## config.mk

```make
export PLATFORM = sky130hd
export DESIGN_NAME = counter_main
export DESIGN_NICKNAME = d
export VERILOG_FILES = /design/src/rtl/counter_main.sv
export SDC_FILE = /design/constraint.sdc
export NUM_CORES = 1
export LEC_CHECK = 0
export ABC_AREA = 1
export CORE_AREA = 4 4 121 123
export CTS_CLUSTER_SIZE = 40
export DETAILED_ROUTE_END_ITERATION = 7
export DIE_AREA = 0 0 125 127
export DONT_BUFFER_PORTS = 1
export GPL_ROUTABILITY_DRIVEN = 1
export SLEW_MARGIN = 15
export SYNTH_ARGS = -nofsm -noshare
export SYNTH_HDL_FRONTEND = slang
export SYNTH_SLANG_ARGS = --single-unit
```

## constraint.sdc

```tcl
create_clock -name Clk -period 34.9 [get_ports Clk]
set_input_delay 10.47 -clock Clk [delete_from_list [all_inputs] [get_ports Clk]]
set_output_delay 10.47 -clock Clk [all_outputs]
set_load 0.02 [all_outputs]
```

## src/rtl/counter_main.sv

```systemverilog
// Coin-credit countdown timer for a charging station.
// Remaining time is held as BCD M:SS. Each cycle's update is done in binary seconds.
module counter_main #(
  parameter int TICK_DIV = 1
) (
  input  logic        Clk,
  input  logic        nReset,
  input  logic        ModeEnable,
  input  logic [2:0]  Coin,
  output logic [11:0] PresentTime
);

  localparam int            PW      = (TICK_DIV > 1) ? $clog2(TICK_DIV) : 1;
  localparam logic [PW-1:0] PRE_MAX = PW'(TICK_DIV - 1);
  localparam logic [9:0]    T_MAX   = 10'd599;

  logic [11:0]   time_q, time_d;
  logic [2:0]    prev_q, prev_d;
  logic [PW-1:0] pre_q,  pre_d;

  logic [9:0]  secs, t1, t2, credit, rem_s;
  logic [10:0] sum;
  logic        accept, tick;
  logic [3:0]  m_dig, t_dig, s_dig;

  always_comb begin
    case (Coin)
      3'd1:    credit = 10'd10;
      3'd2:    credit = 10'd20;
      3'd3:    credit = 10'd30;
      3'd4:    credit = 10'd60;
      3'd5:    credit = 10'd90;
      3'd6:    credit = 10'd120;
      3'd7:    credit = 10'd300;
      default: credit = 10'd0;
    endcase
  end

  always_comb begin
    accept = ModeEnable && (Coin != 3'd0) && (Coin != prev_q);
    tick   = ModeEnable && (pre_q == PRE_MAX);

    secs = {6'd0, time_q[11:8]} * 10'd60 + {6'd0, time_q[7:4]} * 10'd10 + {6'd0, time_q[3:0]};
    // A coin edge only adds credit; the tick on that edge is dropped.
    t1   = (tick && secs != 10'd0 && !accept) ? secs - 10'd1 : secs;
    sum  = {1'b0, t1} + {1'b0, (accept ? credit : 10'd0)};
    t2   = (sum > {1'b0, T_MAX}) ? T_MAX : sum[9:0];

    m_dig = 4'(t2 / 10'd60);
    rem_s = t2 - 10'd60 * {6'd0, m_dig};
    t_dig = 4'(rem_s / 10'd10);
    s_dig = 4'(rem_s - 10'd10 * {6'd0, t_dig});

    time_d = time_q;
    pre_d  = pre_q;
    if (ModeEnable) begin
      time_d = {m_dig, t_dig, s_dig};
      pre_d  = tick ? '0 : pre_q + 1'b1;
    end
    // Coin history tracks even while frozen, so a coin held across re-enable is not credited.
    prev_d = Coin;
  end

  always_ff @(posedge Clk or negedge nReset) begin
    if (!nReset) begin
      time_q <= 12'h000;
      prev_q <= 3'd0;
      pre_q  <= '0;
    end else begin
      time_q <= time_d;
      prev_q <= prev_d;
      pre_q  <= pre_d;
    end
  end

  assign PresentTime = time_q;

endmodule

```

==> run summary, run 1 <==
Number of synthesized flops with an enable pin: 0
GP Congestion: 0.806
Met3 routed WL: 83 um
Final WL: 7.91 mm
Endpoints failing hold: 0
Synthesized netlist cell count: 581
Design area: 4330 um^2
Most frequent cells in the layout: nand2_1, inv_1, ha_1, nand3_1, nand2_2
Iteration-0 DRC Markers: 130
Crit path largest cell delay: 0.54 ns
Cts bufs inserted: 3
Total gr overflow: 0
DP Area: 4250 um^2
Vias in the first global route: 3193
Critical path peak fanout: 16
Worst EP required: 35.03 ns
Clock sinks: 16
First-pass GRT wire length: 14.2 mm
Tcrit/Tclk final: 57.8%
Remaining antenna violation count after routing: 0
H-tree depth: 1
Layout cell share with drive strength beyond 1: 17.5%
#FFs+latches synth: 16
Top routing layer in use: met4
Critical Path Start Type: input pin
DRC: 0
Die Span X: 125 um
Final Critical Period: 20.16 ns
Nets: 661
Post-CTS Setup Inserts: 0
Yosys warnings: 0
Critical path class: in -> reg
Run status: completed
Worst Max-Slew Pin Slew: 0.539 ns
Endpoints failing setup: 0
CP Data Arrival Time: 20.30 ns
Cts repair resizes: 0
Clk buf depth: 2
Post-Syn Nets: 658
Initial Util: 29.5%
Post-synthesis cell area: 4030 um^2
Core Util, Final: 31.7%
# rows: 43
RSZ-0062 raised after global routing: no
Critical path's slowest cell: fa_1
MaxCap Viol Count: 0
Most common cell after layout, fill and taps aside: nand2_1
CTS tree: done
Seq. cell area: 400 um^2
Post-DR vias/cell: 4.47
Total GRT Usage: 10.1%
Max Slew Vio Count: 0
Clk Latency, worst-skew pair: 0.24 ns
Post-synth top flop: dfrtp_1
Number of detailed-route iterations in the first pass: 4
Cts hold-fix bufs: 0
Synth cell types: 38
Most used cell, CP: nand2_1
Port-buffer cells: 0
Final setup TNS: 0 ns
Relative slew margins: 63.9%
Ant diodes: 0
Worst setup EP type: flip-flop
Initial antenna violation count: 0
Core region area: 13700 um^2
Clock Tree Root: clkbuf_16
Peak Freq: 49.6 MHz
Multi-input logic area: 3180 um^2
Area Growth Syn to Fin: 7.48%
Chip Height: 127 um
Die area: 15900 um^2
Per-cell routed wire length: 10.4 um
Ports: 18
Seq/Total Area, Yosys: 9.93%
Worst hold path class: reg -> reg
Clock Skews: 0.00162 ns
Met2 WL: 3.87 mm
Metal1 wirelength: 3.94 mm
Mean Syn Cell Area: 6.94 um^2
Worst-path clk slew: 0.05 ns
FILL cells: 1516
Largest net degree at the start of global routing: 17
Ys async rst share: 100%
Routed vias: 3408
DP HPWL: 7.05 mm
flip-flops by register name, summed over array words and instances, names as in the netlist:
signal and cells:
PresentTime 12, prev_q 3, pre_q 1
critical path: cells and delay by family:
family          cells  cell delay, ns
fa+ha+maj           7            2.78
xor+xnor            4            0.86
buf+inv            12            1.07
compound gates      7            0.93
simple gates       46            4.21
final timing paths:
check | to | from | cells after the start | slack, ns
worst min register to register | pre_q | pre_q | 2 | 0.54
min in group asynchronous | PresentTime[6] | nReset | 0 | 9.92
worst max register to register | PresentTime[3] | PresentTime[10] | 90 | 22.25
max in group asynchronous | PresentTime[2] | nReset | 0 | 24.91
worst min-delay path | pre_q | pre_q | 2 | 0.54
worst max-delay path | PresentTime[3] | ModeEnable | 76 | 14.74
synth_stat cells, drive strengths merged, types with 2 or more instances:
| cell type | n | area [um^2] |
|---|---|---|
| xor2 | 16 | 140 |
| inv | 115 | 437 |
| dfrtp | 16 | 400 |
| o211ai | 4 | 30.0 |
| o21bai | 4 | 41.3 |
| xnor2 | 11 | 96.3 |
| nor3 | 6 | 46.3 |
| or2 | 2 | 12.5 |
| nor2 | 36 | 173 |
| a31oi | 2 | 12.5 |
| nand2 | 166 | 828 |
| buf | 2 | 12.5 |
| a21oi | 23 | 119 |
| ha | 55 | 688 |
| nand3 | 69 | 440 |
| clkinv | 2 | 7.51 |
| o21ai | 23 | 119 |
| fa | 16 | 320 |
| nand4 | 12 | 103 |
final cells by class:
type                    count  area share, %
flip-flops and latches     16           9.24
inverters                 117           10.2
well taps                 180           5.20
multi-input cells         446           73.3
clock buffers               4           2.05
metrics by stage:
| stage | hold slack, ns | cells | worst slack, ns |
|---|---|---|---|
| 2_1_floorplan | 0.510 | 581 | 15.55 |
| 3_3_place_gp | 0.533 | 759 | 14.52 |
| 3_5_place_dp | 0.528 | 759 | 14.43 |
| 4_1_cts | 0.538 | 763 | 14.62 |
| 5_1_grt | 0.577 | 763 | 13.51 |
| 6_report | 0.537 | 763 | 14.74 |
layer usage:
metal,vias up,GRT usage (%)
li1,1858,-
met1,1529,13.8
met2,19,18.9
met3,2,0.125
met4,0,0.574
met5,-,0
cell families after synthesis:
group / after synthesis / share of synthesized area [%]
and+or+nand+nor: 292 / 39.9
buffers and inverters: 119 / 11.3
adders and majority gates: 71 / 25.0
AOI/OAI and AO/OA: 56 / 7.97
xor gates and xnor gates: 27 / 5.86
DFF: 16 / 9.93
Power of run 1 is left out: the tool's default activity adds up to more than one toggle a clock period on the data nets, which glitch-free logic cannot reach.
==> run 2, diff against run 1 <==
==> constraint.sdc (replaced) <==
create_clock -name Clk -period 16.73 [get_ports Clk]
set_input_delay 5.019 -clock Clk [delete_from_list [all_inputs] [get_ports Clk]]
set_output_delay 5.019 -clock Clk [all_outputs]
set_load 0.02 [all_outputs]
==> run summary, run 2 (synthesis results as in run 1) <==
Run status: completed
Core region area: 13700 um^2 (unchanged)
Crit path largest cell delay: 0.56 ns (+0.02 ns)
Critical path peak fanout: 16 (unchanged)
CTS tree: done
Most common cell after layout, fill and taps aside: nand2_1
Total GRT Usage: 10.8% (+0.74 points)
Clock sinks: 16 (unchanged)
Worst Max-Slew Pin Slew: 0.522 ns (-0.0170 ns)
Relative slew margins: 65.1% (+1.2 points)
Post-CTS Setup Inserts: 0 (unchanged)
Worst Hold End: pre_q
Worst-path clk slew: 0.06 ns (about the same)
Nets: 661 (unchanged)
Largest net degree at the start of global routing: 17 (unchanged)
Total gr overflow: 0 (unchanged)
Tcrit/Tclk final: 88.8%
DP Area: 4250 um^2 (unchanged)
Critical path's slowest cell: fa_1
Ant diodes: 0 (unchanged)
Die Span X: 125 um (unchanged)
H-tree depth: 1 (unchanged)
Post-DR vias/cell: 4.41 (-1.3%)
Number of detailed-route iterations in the first pass: 4 (unchanged)
Final WL: 8.11 mm (+2.5%)
Reg2Reg Setup Slack: 3.92 ns (-18.33 ns)
Worst hold path class: reg -> reg
Hold Crit Start: pre_q
Peak Freq: 67.3 MHz
Critical Path Start Type: input pin
DRC: 0 (unchanged)
Chip Height: 127 um (unchanged)
First-pass GRT wire length: 15.1 mm (+6.4%)
Final Critical Period: 14.86 ns
# rows: 43 (unchanged)
DP HPWL: 7.08 mm (+0.38%)
Per-cell routed wire length: 10.6 um (+2.5%)
Reg-to-Reg End: PresentTime[3]
Largest register FFs: 12 (unchanged)
Vias in the first global route: 3299 (+3.3%)
Clk Latency, worst-skew pair: 0.25 ns (about the same)
Worst EP required: 16.87 ns (-18.16 ns)
MaxCap Viol Count: 0 (unchanged)
Initial antenna violation count: 0 (unchanged)
Iteration-0 DRC Markers: 116 (-11%)
Cts bufs inserted: 3 (unchanged)
Most used cell, CP: nand2_1
Clock Skews: 0.00570 ns (+0.00408 ns)
Port-buffer cells: 0 (unchanged)
Max Slew Vio Count: 0 (unchanged)
Buffers plus inverters on the worst setup path: 12 (unchanged)
Design area: 4330 um^2 (unchanged)
Endpoints failing setup: 0 (unchanged)
RSZ-0062 raised after global routing: no
Routed vias: 3365 (-1.3%)
Non-filler cells, final: 763 (unchanged)
Endpoints failing hold: 0 (unchanged)
CP Data Arrival Time: 15.00 ns (-5.30 ns)
Most frequent cells in the layout: nand2_1, inv_1, ha_1, nand3_1, nand2_2
Die area: 15900 um^2 (unchanged)
Placed Instances: 759 (unchanged)
Worst reg2reg path startpoint: PresentTime[8]
Layout cell share with drive strength beyond 1: 17.5% (unchanged)
R2R cell count: 86 (-4.4%)
Ports: 18 (unchanged)
Top delay family on crit path: simple AND/OR/NAND/NOR gates
Worst setup EP type: flip-flop
Worst hold stages: 2 (unchanged)
Initial Util: 29.5% (unchanged)
Area Growth Syn to Fin: 7.48% (unchanged)
CP Depth: 76 (unchanged)
GP Congestion: 0.806 (about the same)
Remaining antenna violation count after routing: 0 (unchanged)
Cts repair resizes: 0 (unchanged)
Final setup TNS: 0 ns (unchanged)
Critical path class: in -> reg
Clock Tree Root: clkbuf_16
Cts hold-fix bufs: 0 (unchanged)
Clk buf depth: 2 (unchanged)
run 2: cell counts in the layout (fill, tap and decap cells not counted):
No cell type changed its count.
run 2: layer usage:
metal	wire length (um)	global-route usage [%]	vias up
met3	135	0.794	4
met2	3690	18.1	20
li1	-	-	1853
met5	0	0	-
met4	46	1.34	0
met1	4240	15.8	1488
run 2: worst max path at each step:
stage | start | endpoint | slack (ns)
3_5_place_dp | ModeEnable | PresentTime[3] | 1.59
6_report | ModeEnable | PresentTime[3] | 1.87
4_1_cts | ModeEnable | PresentTime[3] | 1.78
5_1_grt | ModeEnable | PresentTime[3] | 0.56
2_1_floorplan | Coin[0] | PresentTime[3] | 2.84
3_3_place_gp | ModeEnable | PresentTime[3] | 1.68
run 2: per-stage QoR:
stage / hold WS [ns] / setup slack (ns) / utilization, %
3_5_place_dp: 0.546 / 1.59 / 31.1
6_report: 0.555 / 1.87 / 31.7
3_3_place_gp: 0.547 / 1.68 / 31.1
5_1_grt: 0.581 / 0.560 / 31.7
4_1_cts: 0.556 / 1.78 / 31.7
2_1_floorplan: 0.510 / 2.84 / -
run 2: final cells by class:
type                       instances  area, um^2
inverter                         117         444
fill                            1518        9330
tap                              180         225
sequential                        16         400
multi-input combinational        446        3180
clock buffer                       4        88.8
run 2: worst register-to-register path, delay by kind of cell, from the launching register on:
| family | cells | cell delay, ns |
|---|---|---|
| xor+xnor | 6 | 1.35 |
| buf+inv | 12 | 0.81 |
| fa+ha+maj | 12 | 4.76 |
| simple gates | 50 | 4.32 |
| compound gates | 6 | 0.77 |
| flops | 1 | 0.63 |
Power of run 2 is left out for the same reason.
==> run 3, diff against run 2 <==
--- a/config.mk
+++ b/config.mk
@@ -6,10 +6,10 @@
 export NUM_CORES = 1
 export LEC_CHECK = 0
 export ABC_AREA = 1
-export CORE_AREA = 4 4 121 123
+export CORE_AREA = 2 2 119 121
 export CTS_CLUSTER_SIZE = 40
 export DETAILED_ROUTE_END_ITERATION = 7
-export DIE_AREA = 0 0 125 127
+export DIE_AREA = 0 0 121 123
 export DONT_BUFFER_PORTS = 1
 export GPL_ROUTABILITY_DRIVEN = 1
 export SLEW_MARGIN = 15
==> run summary, run 3 (synthesis results as in run 1) <==
Run status: completed
FILL cells: 1486 (-2.1%)
Nets: 661 (unchanged)
Worst hold path class: reg -> reg
Vias in the first global route: 3248 (-1.5%)
Max Slew Vio Count: 0 (unchanged)
Final setup TNS: 0 ns (unchanged)
Largest register FFs: 12 (unchanged)
Largest net degree at the start of global routing: 17 (unchanged)
Endpoints failing setup: 0 (unchanged)
Post-CTS Setup Inserts: 0 (unchanged)
Worst-path clk slew: 0.05 ns (about the same)
Worst Hold End: pre_q
Initial antenna violation count: 0 (unchanged)
Worst Max-Slew Pin Slew: 0.546 ns (+0.0240 ns)
Final Critical Period: 14.79 ns (-0.0705 ns)
Cts hold-fix bufs: 0 (unchanged)
Most frequent cells in the layout: nand2_1, inv_1, ha_1, nand3_1, nand2_2
Chip Height: 123 um (-3.1%)
Area Growth Syn to Fin: 7.48% (unchanged)
Clock Skews: 0.00417 ns (-0.00153 ns)
GP Congestion: 0.818 (+1.5%)
Critical path's slowest cell: fa_1
Endpoints failing hold: 0 (unchanged)
First-pass GRT wire length: 14.2 mm (-6.0%)
DRC: 0 (unchanged)
Most common cell after layout, fill and taps aside: nand2_1
Number of detailed-route iterations in the first pass: 4 (unchanged)
Iteration-0 DRC Markers: 98 (-16%)
RSZ-0062 raised after global routing: no
# rows: 43 (unchanged)
R2R cell count: 90 (+4.7%)
Initial Util: 29.6% (+0.12 points)
Most used cell, CP: nand2_1
Worst setup EP type: flip-flop
Clk Latency, worst-skew pair: 0.25 ns (about the same)
Reg2Reg Setup Slack: 4.02 ns (+0.10 ns)
H-tree depth: 1 (unchanged)
Critical path peak fanout: 16 (unchanged)
MaxCap Viol Count: 0 (unchanged)
Final WL: 7.93 mm (-2.2%)
Post-DR vias/cell: 4.50 (+2.1%)
Critical Path Start Type: input pin
Clock sinks: 16 (unchanged)
Reg-to-Reg End: PresentTime[3]
CTS tree: done
Core region area: 13600 um^2 (-0.39%)
Total gr overflow: 0 (unchanged)
Critical path class: in -> reg
CP Data Arrival Time: 14.93 ns (-0.07 ns)
Clock Tree Root: clkbuf_16
Relative slew margins: 63.4% (-1.6 points)
Total GRT Usage: 11.3% (+0.50 points)
Routed vias: 3434 (+2.1%)
Cts repair resizes: 0 (unchanged)
Cts bufs inserted: 3 (unchanged)
Worst hold stages: 2 (unchanged)
Tcrit/Tclk final: 88.4% (-0.42 points)
Crit path largest cell delay: 0.56 ns (about the same)
Die Span X: 121 um (-3.2%)
Peak Freq: 67.6 MHz (+0.48%)
Hold Crit Start: pre_q
Die area: 14900 um^2 (-6.2%)
Per-cell routed wire length: 10.4 um (-2.2%)
Layout cell share with drive strength beyond 1: 17.5% (unchanged)
Clk buf depth: 2 (unchanged)
Worst EP required: 16.87 ns (about the same)
Port-buffer cells: 0 (unchanged)
Remaining antenna violation count after routing: 0 (unchanged)
Ant diodes: 0 (unchanged)
DP HPWL: 6.91 mm (-2.4%)
Ports: 18 (unchanged)
Worst reg2reg path startpoint: PresentTime[10]
## run 3: cell counts in the layout (fill, tap and decap cells not counted)
No cell type changed its count.
## run 3: layout make-up
type / instances / area (um^2) / area share [%]
tap: 180 / 225 / 5.20
sequential: 16 / 400 / 9.24
clock buffer: 4 / 88.8 / 2.05
inverter: 117 / 444 / 10.2
multi-input combinational: 446 / 3180 / 73.3
## run 3: metrics by stage
| stage | cell area [um^2] | utilization, % | hold slack (ns) | worst slack [ns] | instances |
|---|---|---|---|---|---|
| after floorplan | 4030 | - | 0.510 | 2.84 | 581 |
| after global placement | 4250 | 31.2 | 0.561 | 1.71 | 759 |
| after detailed placement | 4250 | 31.2 | 0.557 | 1.68 | 759 |
| after CTS | 4330 | 31.8 | 0.567 | 1.90 | 763 |
| after global routing | 4330 | 31.8 | 0.611 | 0.719 | 763 |
| final | 4330 | 31.8 | 0.562 | 1.94 | 763 |
## run 3: layer usage
layer | GRT usage, % | share of wire (%) | vias up
li1 | - | - | 1858
met1 | 15.7 | 53 | 1549
met2 | 19.5 | 44 | 22
met3 | 1.34 | 2.4 | 5
met4 | 1.31 | 0.45 | 0
met5 | 0 | 0 | -
## run 3: critical path: cells and delay by family
kind | cells | cell delay [ns]
compound gates | 7 | 0.87
xor+xnor | 5 | 1.13
fa+ha+maj | 7 | 2.66
buf+inv | 12 | 1.10
simple gates | 45 | 4.12
## run 3: worst max path at each step
stage                           from              to  slack [ns]  depth (start not counted)
after floorplan              Coin[0]  PresentTime[3]        2.84                         76
after global placement    ModeEnable  PresentTime[3]        1.71                         78
after detailed placement  ModeEnable  PresentTime[3]        1.68                         78
after CTS                 ModeEnable  PresentTime[3]        1.90                         76
after global routing      ModeEnable  PresentTime[3]        0.72                         75
final                     ModeEnable  PresentTime[3]        1.94                         76
Power of run 3 is left out for the same reason.
